<file path="src/rtl/iob_except_reader_pkg.sv">
// Shared constants for the IOB exception reader: bundle geometry, the width of
// one slot exception record, the position of its "exception present" bit, the
// reader state encoding and a slot-mask popcount helper.
package iob_except_reader_pkg;

  localparam int IOB_SLOTS     = 10;
  localparam int IOB_BADDR_W   = 6;
  localparam int EXCEPT_WIDTH  = 8;
  localparam int EXC_VALID_BIT = 0;

  typedef enum logic [1:0] {
    IDLE   = 2'd0,
    WAIT   = 2'd1,
    REPORT = 2'd2
  } iob_state_e;

  function automatic logic [3:0] slot_count(input logic [IOB_SLOTS-1:0] v);
    logic [3:0] n;
    n = '0;
    for (int i = 0; i < IOB_SLOTS; i++) n = n + 4'(v[i]);
    return n;
  endfunction

endpackage

</file>
<file path="src/rtl/iob_except_reader_if.sv">
// Request/report bundle between the retire/flush controller and the exception
// reader.
//   req_*  : retire request for one bundle (valid/ready)
//   rep_*  : scan report for that bundle (valid/ready)
// Modports: slave = reader side, master = controller side.
interface iob_except_reader_if
  import iob_except_reader_pkg::*;
#(
  parameter int DATA_WIDTH = EXCEPT_WIDTH,
  parameter int SLOTS      = IOB_SLOTS,
  parameter int BADDR_W    = IOB_BADDR_W
);
  logic                  req_valid;
  logic                  req_ready;
  logic [BADDR_W-1:0]    req_bundle;
  logic [SLOTS-1:0]      req_live;
  logic                  rep_valid;
  logic                  rep_ready;
  logic [BADDR_W-1:0]    rep_bundle;
  logic                  rep_excpt;
  logic [3:0]            rep_slot;
  logic [DATA_WIDTH-1:0] rep_data;
  logic [SLOTS-1:0]      rep_retire_mask;
  logic [3:0]            rep_retire_cnt;

  modport slave (
    input  req_valid, req_bundle, req_live, rep_ready,
    output req_ready, rep_valid, rep_bundle, rep_excpt, rep_slot, rep_data,
           rep_retire_mask, rep_retire_cnt
  );

  modport master (
    output req_valid, req_bundle, req_live, rep_ready,
    input  req_ready, rep_valid, rep_bundle, rep_excpt, rep_slot, rep_data,
           rep_retire_mask, rep_retire_cnt
  );
endinterface

</file>
<file path="src/rtl/iob_except_reader_scan.sv">
// iob_except_scan: combinational program-order scan of one bundle.
//   recs        in  : SLOTS packed exception records, slot k at [k*DATA_WIDTH +: DATA_WIDTH]
//   live        in  : slots holding valid, completed instructions
//   excpt       out : some live slot carries an exception
//   slot        out : lowest such slot (0 if none)
//   data        out : its record (0 if none)
//   retire_mask out : live slots below slot, or all live slots if none excepts
//   retire_cnt  out : popcount of retire_mask
module iob_except_scan
  import iob_except_reader_pkg::*;
#(
  parameter int DATA_WIDTH = EXCEPT_WIDTH,
  parameter int SLOTS      = IOB_SLOTS
) (
  input  logic [SLOTS*DATA_WIDTH-1:0] recs,
  input  logic [SLOTS-1:0]            live,
  output logic                        excpt,
  output logic [3:0]                  slot,
  output logic [DATA_WIDTH-1:0]       data,
  output logic [SLOTS-1:0]            retire_mask,
  output logic [3:0]                  retire_cnt
);

  always_comb begin
    excpt = 1'b0;
    slot  = '0;
    data  = '0;
    // Walk downward so the lowest excepting live slot is the last one written.
    for (int k = SLOTS - 1; k >= 0; k--) begin
      if (live[k] && recs[k*DATA_WIDTH + EXC_VALID_BIT]) begin
        excpt = 1'b1;
        slot  = 4'(k);
        data  = recs[k*DATA_WIDTH +: DATA_WIDTH];
      end
    end
    retire_mask = '0;
    for (int k = 0; k < SLOTS; k++) begin
      retire_mask[k] = live[k] && (!excpt || (4'(k) < slot));
    end
    retire_cnt = slot_count(retire_mask);
  end

endmodule

</file>
<file path="src/rtl/iob_except_reader.sv">
// iob_except_reader: retire-side consumer of the IOB exception RAM.
// Accepts a retire request for one bundle, issues a one-cycle RAM read, scans
// the returned slot records and holds the report until the consumer takes it.
//   clk, rst   : clock, asynchronous active-low reset
//   bus        : request/report interface (slave side)
//   read_step  : RAM latches read_addr this cycle
//   read_addr  : bundle index to RAM (follows req_bundle)
//   read_data  : slot records from RAM, valid the cycle after read_step
//   flush      : abort any in-flight scan or report
//
// state  | meaning
// IDLE   | ready for a retire request
// WAIT   | RAM data arriving; scan result captured at the end of this cycle
// REPORT | report presented until rep_ready
module iob_except_reader
  import iob_except_reader_pkg::*;
#(
  parameter int DATA_WIDTH = EXCEPT_WIDTH,
  parameter int SLOTS      = IOB_SLOTS,
  parameter int BADDR_W    = IOB_BADDR_W
) (
  input  logic                        clk,
  input  logic                        rst,
  iob_except_reader_if.slave          bus,
  output logic                        read_step,
  output logic [BADDR_W-1:0]          read_addr,
  input  logic [SLOTS*DATA_WIDTH-1:0] read_data,
  input  logic                        flush
);

  localparam logic [1:0] ST_IDLE   = IDLE;
  localparam logic [1:0] ST_WAIT   = WAIT;
  localparam logic [1:0] ST_REPORT = REPORT;

  logic [1:0]            state_q, state_d;
  logic [BADDR_W-1:0]    bundle_q, bundle_d;
  logic [SLOTS-1:0]      live_q, live_d;
  logic [BADDR_W-1:0]    rep_bundle_q, rep_bundle_d;
  logic                  rep_excpt_q, rep_excpt_d;
  logic [3:0]            rep_slot_q, rep_slot_d;
  logic [DATA_WIDTH-1:0] rep_data_q, rep_data_d;
  logic [SLOTS-1:0]      rep_mask_q, rep_mask_d;
  logic [3:0]            rep_cnt_q, rep_cnt_d;

  logic                  req_ready;
  logic                  accept;
  logic                  scan_excpt;
  logic [3:0]            scan_slot;
  logic [DATA_WIDTH-1:0] scan_data;
  logic [SLOTS-1:0]      scan_mask;
  logic [3:0]            scan_cnt;

  // rst gates the handshake so no read is issued while the block is held in reset.
  assign req_ready = (state_q == ST_IDLE) && !flush && rst;
  assign accept    = bus.req_valid && req_ready;
  assign read_step = accept;
  assign read_addr = bus.req_bundle;

  assign bus.req_ready       = req_ready;
  assign bus.rep_valid       = (state_q == ST_REPORT);
  assign bus.rep_bundle      = rep_bundle_q;
  assign bus.rep_excpt       = rep_excpt_q;
  assign bus.rep_slot        = rep_slot_q;
  assign bus.rep_data        = rep_data_q;
  assign bus.rep_retire_mask = rep_mask_q;
  assign bus.rep_retire_cnt  = rep_cnt_q;

  iob_except_scan #(
    .DATA_WIDTH (DATA_WIDTH),
    .SLOTS      (SLOTS)
  ) u_scan (
    .recs        (read_data),
    .live        (live_q),
    .excpt       (scan_excpt),
    .slot        (scan_slot),
    .data        (scan_data),
    .retire_mask (scan_mask),
    .retire_cnt  (scan_cnt)
  );

  always_comb begin
    state_d      = state_q;
    bundle_d     = bundle_q;
    live_d       = live_q;
    rep_bundle_d = rep_bundle_q;
    rep_excpt_d  = rep_excpt_q;
    rep_slot_d   = rep_slot_q;
    rep_data_d   = rep_data_q;
    rep_mask_d   = rep_mask_q;
    rep_cnt_d    = rep_cnt_q;
    if (flush) begin
      state_d = ST_IDLE;
    end else begin
      case (state_q)
        ST_IDLE: begin
          if (accept) begin
            bundle_d = bus.req_bundle;
            live_d   = bus.req_live;
            state_d  = ST_WAIT;
          end
        end
        ST_WAIT: begin
          rep_bundle_d = bundle_q;
          rep_excpt_d  = scan_excpt;
          rep_slot_d   = scan_slot;
          rep_data_d   = scan_data;
          rep_mask_d   = scan_mask;
          rep_cnt_d    = scan_cnt;
          state_d      = ST_REPORT;
        end
        ST_REPORT: begin
          if (bus.rep_ready) state_d = ST_IDLE;
        end
        default: state_d = ST_IDLE;
      endcase
    end
  end

  always_ff @(posedge clk or negedge rst) begin
    if (!rst) begin
      state_q      <= ST_IDLE;
      bundle_q     <= '0;
      live_q       <= '0;
      rep_bundle_q <= '0;
      rep_excpt_q  <= 1'b0;
      rep_slot_q   <= '0;
      rep_data_q   <= '0;
      rep_mask_q   <= '0;
      rep_cnt_q    <= '0;
    end else begin
      state_q      <= state_d;
      bundle_q     <= bundle_d;
      live_q       <= live_d;
      rep_bundle_q <= rep_bundle_d;
      rep_excpt_q  <= rep_excpt_d;
      rep_slot_q   <= rep_slot_d;
      rep_data_q   <= rep_data_d;
      rep_mask_q   <= rep_mask_d;
      rep_cnt_q    <= rep_cnt_d;
    end
  end

endmodule
</file>
<file path="src/flat_wrapper.sv">
// flat-port wrapper written by rule: the top's interface ports become plain ports
module iob_except_reader_flat import iob_except_reader_pkg::*;
#(
  parameter int DATA_WIDTH = EXCEPT_WIDTH,
  parameter int SLOTS      = IOB_SLOTS,
  parameter int BADDR_W    = IOB_BADDR_W
)
  (clk, rst, read_step, read_addr, read_data, flush, bus_req_valid, bus_req_bundle, bus_req_live, bus_rep_ready, bus_req_ready, bus_rep_valid, bus_rep_bundle, bus_rep_excpt, bus_rep_slot, bus_rep_data, bus_rep_retire_mask, bus_rep_retire_cnt);
  iob_except_reader_if #(.DATA_WIDTH(DATA_WIDTH), .SLOTS(SLOTS), .BADDR_W(BADDR_W)) bus_i ();
  input  logic clk;
  input  logic rst;
  output logic read_step;
  output logic [BADDR_W-1:0] read_addr;
  input  logic [SLOTS*DATA_WIDTH-1:0] read_data;
  input  logic flush;
  input wire logic [$bits(bus_i.req_valid)-1:0] bus_req_valid;
  input wire logic [$bits(bus_i.req_bundle)-1:0] bus_req_bundle;
  input wire logic [$bits(bus_i.req_live)-1:0] bus_req_live;
  input wire logic [$bits(bus_i.rep_ready)-1:0] bus_rep_ready;
  output wire logic [$bits(bus_i.req_ready)-1:0] bus_req_ready;
  output wire logic [$bits(bus_i.rep_valid)-1:0] bus_rep_valid;
  output wire logic [$bits(bus_i.rep_bundle)-1:0] bus_rep_bundle;
  output wire logic [$bits(bus_i.rep_excpt)-1:0] bus_rep_excpt;
  output wire logic [$bits(bus_i.rep_slot)-1:0] bus_rep_slot;
  output wire logic [$bits(bus_i.rep_data)-1:0] bus_rep_data;
  output wire logic [$bits(bus_i.rep_retire_mask)-1:0] bus_rep_retire_mask;
  output wire logic [$bits(bus_i.rep_retire_cnt)-1:0] bus_rep_retire_cnt;
  assign bus_i.req_valid = bus_req_valid;
  assign bus_i.req_bundle = bus_req_bundle;
  assign bus_i.req_live = bus_req_live;
  assign bus_i.rep_ready = bus_rep_ready;
  assign bus_req_ready = bus_i.req_ready;
  assign bus_rep_valid = bus_i.rep_valid;
  assign bus_rep_bundle = bus_i.rep_bundle;
  assign bus_rep_excpt = bus_i.rep_excpt;
  assign bus_rep_slot = bus_i.rep_slot;
  assign bus_rep_data = bus_i.rep_data;
  assign bus_rep_retire_mask = bus_i.rep_retire_mask;
  assign bus_rep_retire_cnt = bus_i.rep_retire_cnt;
  iob_except_reader #(.DATA_WIDTH(DATA_WIDTH), .SLOTS(SLOTS), .BADDR_W(BADDR_W)) u_core (.clk(clk), .rst(rst), .bus(bus_i), .read_step(read_step), .read_addr(read_addr), .read_data(read_data), .flush(flush));
endmodule
</file>
<file path="config.mk">
export PLATFORM = sky130hd
export DESIGN_NAME = iob_except_reader_flat
export DESIGN_NICKNAME = d
export VERILOG_FILES = /design/src/rtl/iob_except_reader_pkg.sv /design/src/rtl/iob_except_reader_if.sv /design/src/rtl/iob_except_reader_scan.sv /design/src/rtl/iob_except_reader.sv /design/src/flat_wrapper.sv
export SDC_FILE = /design/constraint.sdc
export NUM_CORES = 1
export LEC_CHECK = 0
export ABC_AREA = 1
export CAP_MARGIN = 20
export CORE_MARGIN = 4
export CORE_UTILIZATION = 44
export CTS_CLUSTER_SIZE = 16
export DETAILED_ROUTE_END_ITERATION = 7
export PLACE_DENSITY = 0.87
export SYNTH_ARGS = -nofsm -noshare
export SYNTH_HDL_FRONTEND = slang
export SYNTH_SLANG_ARGS = --single-unit
</file>
<file path="constraint.sdc">
create_clock -name clk -period 4.2 [get_ports clk]
set_input_delay 0.84 -clock clk [delete_from_list [all_inputs] [get_ports clk]]
set_output_delay 0.84 -clock clk [all_outputs]
set_load 0.01 [all_outputs]
</file>
==> impl_metrics.tcl <==
set metrics [dict create \
    path_depth 29 \
    gr-usage-met2_pct 42.6 \
    finalClockSkew_ps 7.88 \
    vias 3788 \
    power.density_nw_per_um2 375 \
    synth_edf_count 0 \
    startpoint "read_data[24]" \
    preCtsSetupSlack_ps -620 \
    syn-cell-area_um2 3450 \
    async_reset_ff_share_pct 100 \
    first_global_vias 3842 \
    r2r_start "u_core.live_q[7]$_DFFE_PN0P_" \
    track_usage_pct 24.8 \
    cp_slowest_stage_delay_ps 240 \
    p_leak_nw 2.80 \
    period_minus_slack_ps 4170 \
    start_util_pct 44.9 \
    yosysWarnings 0 \
    io_pins 143 \
    rr_worst_depth 28 \
    post_synth.cell_area_avg_um2 6.81 \
    syn2layout_area_growth_pct 54.7 \
    syn_nets 616 \
    ant_nets 0 \
    ys_ff_latch 51 \
    clkTransAtPathRegs_ps 90 \
    drc_errors 0 \
    synth_common_cells "nand2_1 (233), nor2_1 (54), dfrtp_1 (51), inv_1 (44), nand3_1 (27)" \
    cts_sinks 51 \
    synthCells 507 \
    synth.most_common_cell "nand2_1" \
    cp_top_family "buffers and inverters" \
    maxCapViolations 0 \
    grt_remaining_overflow 0 \
    crit_slowest_cell "dlygate4sd2_1" \
    viasPerCell 4.82 \
    cts_inserted_buffers 5 \
    drv_slew 0 \
    post_drt_wl_per_cell_um 14.5 \
    die_h_um 96.6 \
    path_common_cell "buf_4" \
    grt_start_max_net_pins 53 \
    ys.flop_type "dfrtp_1" \
    setup_viol 0 \
    layout-drive-gt1-share_pct 15.9 \
    top_usage_layer "met2" \
    slew_headroom_pct 41.3 \
    place.port_buffers 142 \
    antenna_cells 0 \
    antenna_found_initial 0 \
    gr-usage-met3_pct 6.66 \
    hp-class "reg -> reg" \
    place_congestion 0.833 \
    synth.area.top_cells "dfrtp_1 (37%), nand2_1 (25%), nor2_1 (5.9%), inv_1 (4.8%), nand3_1 (3.9%)" \
    peakVddDrop_uv 225 \
    num-nets-final 792 \
    num_rows 32 \
    yosysTopAreaCellShare_pct 37.0 \
    place_area_um2 5010 \
    cts_tree "built" \
    cp-end-kind "register" \
    hold_viol_final 0 \
    min_from "u_core.bus.rep_retire_cnt[0]$_DFFE_PN0P_" \
    path_buf_inv 22 \
    finalNonFillerCells 786 \
    crit_fanout 3 \
    tightest_slew_ps 879 \
    worstPathRequired_ps 4450 \
    die_area_um2 9330 \
    startpoint_type "input port" \
    outcome "finished clean" \
    worst_hold_path.num_cells 2 \
    critPathKind "in -> reg" \
    dr.pass1.iters 4 \
    synth-seq-area-share_pct 37.0 \
    finalWirelength_mm 11.4 \
    max_freq_mhz 240 \
    finalCritPeriodShare_pct 99.3 \
    clock_tree.htree_level_count 2 \
    placed_cells 751 \
    core_area_um2 7690 \
    drt-initial-drc-count 207 \
    fp.dieW_um 96.6 \
    cp.arrival_ps 4420 \
    postLayoutSetupSlackWorst_ps 31.3 \
    hpwl_mm 7.96 \
    clk_path_buf_depth 2 \
    ctsRootBufferMaster "clkbuf_8" \
    finish.instance_area_um2 5340 \
    fillers 600 \
    met1_usage_pct 27.5 \
    clk_latency_ps 310 \
    synth.distinct_cells 31 \
    yosysTopAreaCell "dfrtp_1" \
    grt_pass1_wl_mm 17.6 \
]
## what timing repair did
action / CTS / global route
pin swaps: 8 / 7
hold buffers: 0 / 0
cloned: 0 / 0
setup buffers: 25 / 2
setup endpoints to repair: 2 / 3
gates resized for setup: 13 / 18
## stage by stage
stage	hold WS, ps	utilization, %	total power [mW]	setup TNS, ps
after global routing	520	69.5	2.14	-0.323
final	489	69.5	2.00	0
after detailed placement	468	65.2	1.58	-1430
after CTS	494	69.0	1.96	0
after floorplan	449	-	1.16	0
after global placement	458	65.2	1.55	-814
## cells in the final DEF (no fill, tap or decap), drive strengths merged
cell / n
nand3b: 2
nor2: 62
xnor2: 1
a22o: 1
nand3: 27
a21oi: 3
and3: 1
o21ai: 21
inv: 55
fa: 6
o31ai: 2
clkdlybuf4s15: 2
dfrtp: 51
dlygate4sd2: 2
nor3: 1
a22oi: 1
buf: 53
clkdlybuf4s50: 133
ha: 2
clkbuf: 9
dlymetal6s2s: 2
nand2: 246
clkinv: 1
## sequential cells by signal, summed over array words and instances (netlist names)
register,cells
u_core.bus.rep_retire_mask,10
u_core.bus.rep_excpt,1
u_core.live_q,10
u_core.bus.rep_data,8
u_core.bus.rep_bundle,6
u_core.state_q,2
u_core.bus.rep_slot,4
u_core.bundle_q,6
u_core.bus.rep_retire_cnt,4
## per-layer routing
| layer | up-vias | wire length, µm |
|---|---|---|
| met5 | - | 0 |
| met4 | 0 | 515 |
| met3 | 41 | 981 |
| met2 | 168 | 5660 |
| met1 | 1712 | 4230 |
| li1 | 1867 | - |
## path summary, 6_finish.rpt
path                                                             end  slack (ps)
hold reg to reg             u_core.bus.rep_retire_cnt[0]$_DFFE_PN0P_         490
max in group asynchronous               u_core.live_q[7]$_DFFE_PN0P_        3140
setup / recovery           u_core.bus.rep_retire_mask[9]$_DFFE_PN0P_          30
setup reg to reg           u_core.bus.rep_retire_mask[9]$_DFFE_PN0P_         180
hold / removal              u_core.bus.rep_retire_cnt[0]$_DFFE_PN0P_         490
min in group asynchronous             u_core.bundle_q[5]$_DFFE_PN0P_         650
## power by group
part	internal (mW)	total (mW)	switching (mW)
clock network	0.135	0.303	0.167
logic	0.518	1.02	0.498
registers	0.603	0.684	0.0816
total	1.26	2.00	0.747
## logic make-up after synthesis
group	share of synthesized area (%)
compound gates	4.49
buf+inv	11.2
fa+ha+maj	4.20
simple gates	42.9
xor+xnor	0.254
flops	37.0
## worst register-to-register path: cells and delay by family (launching register included)
kind	cells	cell delay [ps]
AO/OA/AOI/OAI	2	160
flip-flops	1	620
AND/OR/NAND/NOR	5	580
buffers and inverters	21	2580
## final cells by class
| cell class | count | area (µm²) | share of cell area (%) |
|---|---|---|---|
| clock inverters | 1 | 8.76 | 0.164 |
| well taps | 102 | 128 | 2.39 |
| clock buffers | 7 | 86.3 | 1.62 |
| multi-input cells | 376 | 1830 | 34.2 |
| repair buffers | 194 | 1800 | 33.8 |
| inverters | 55 | 214 | 4.01 |
| flip-flops and latches | 51 | 1280 | 23.9 |
(Power assumes the default switching activity.)
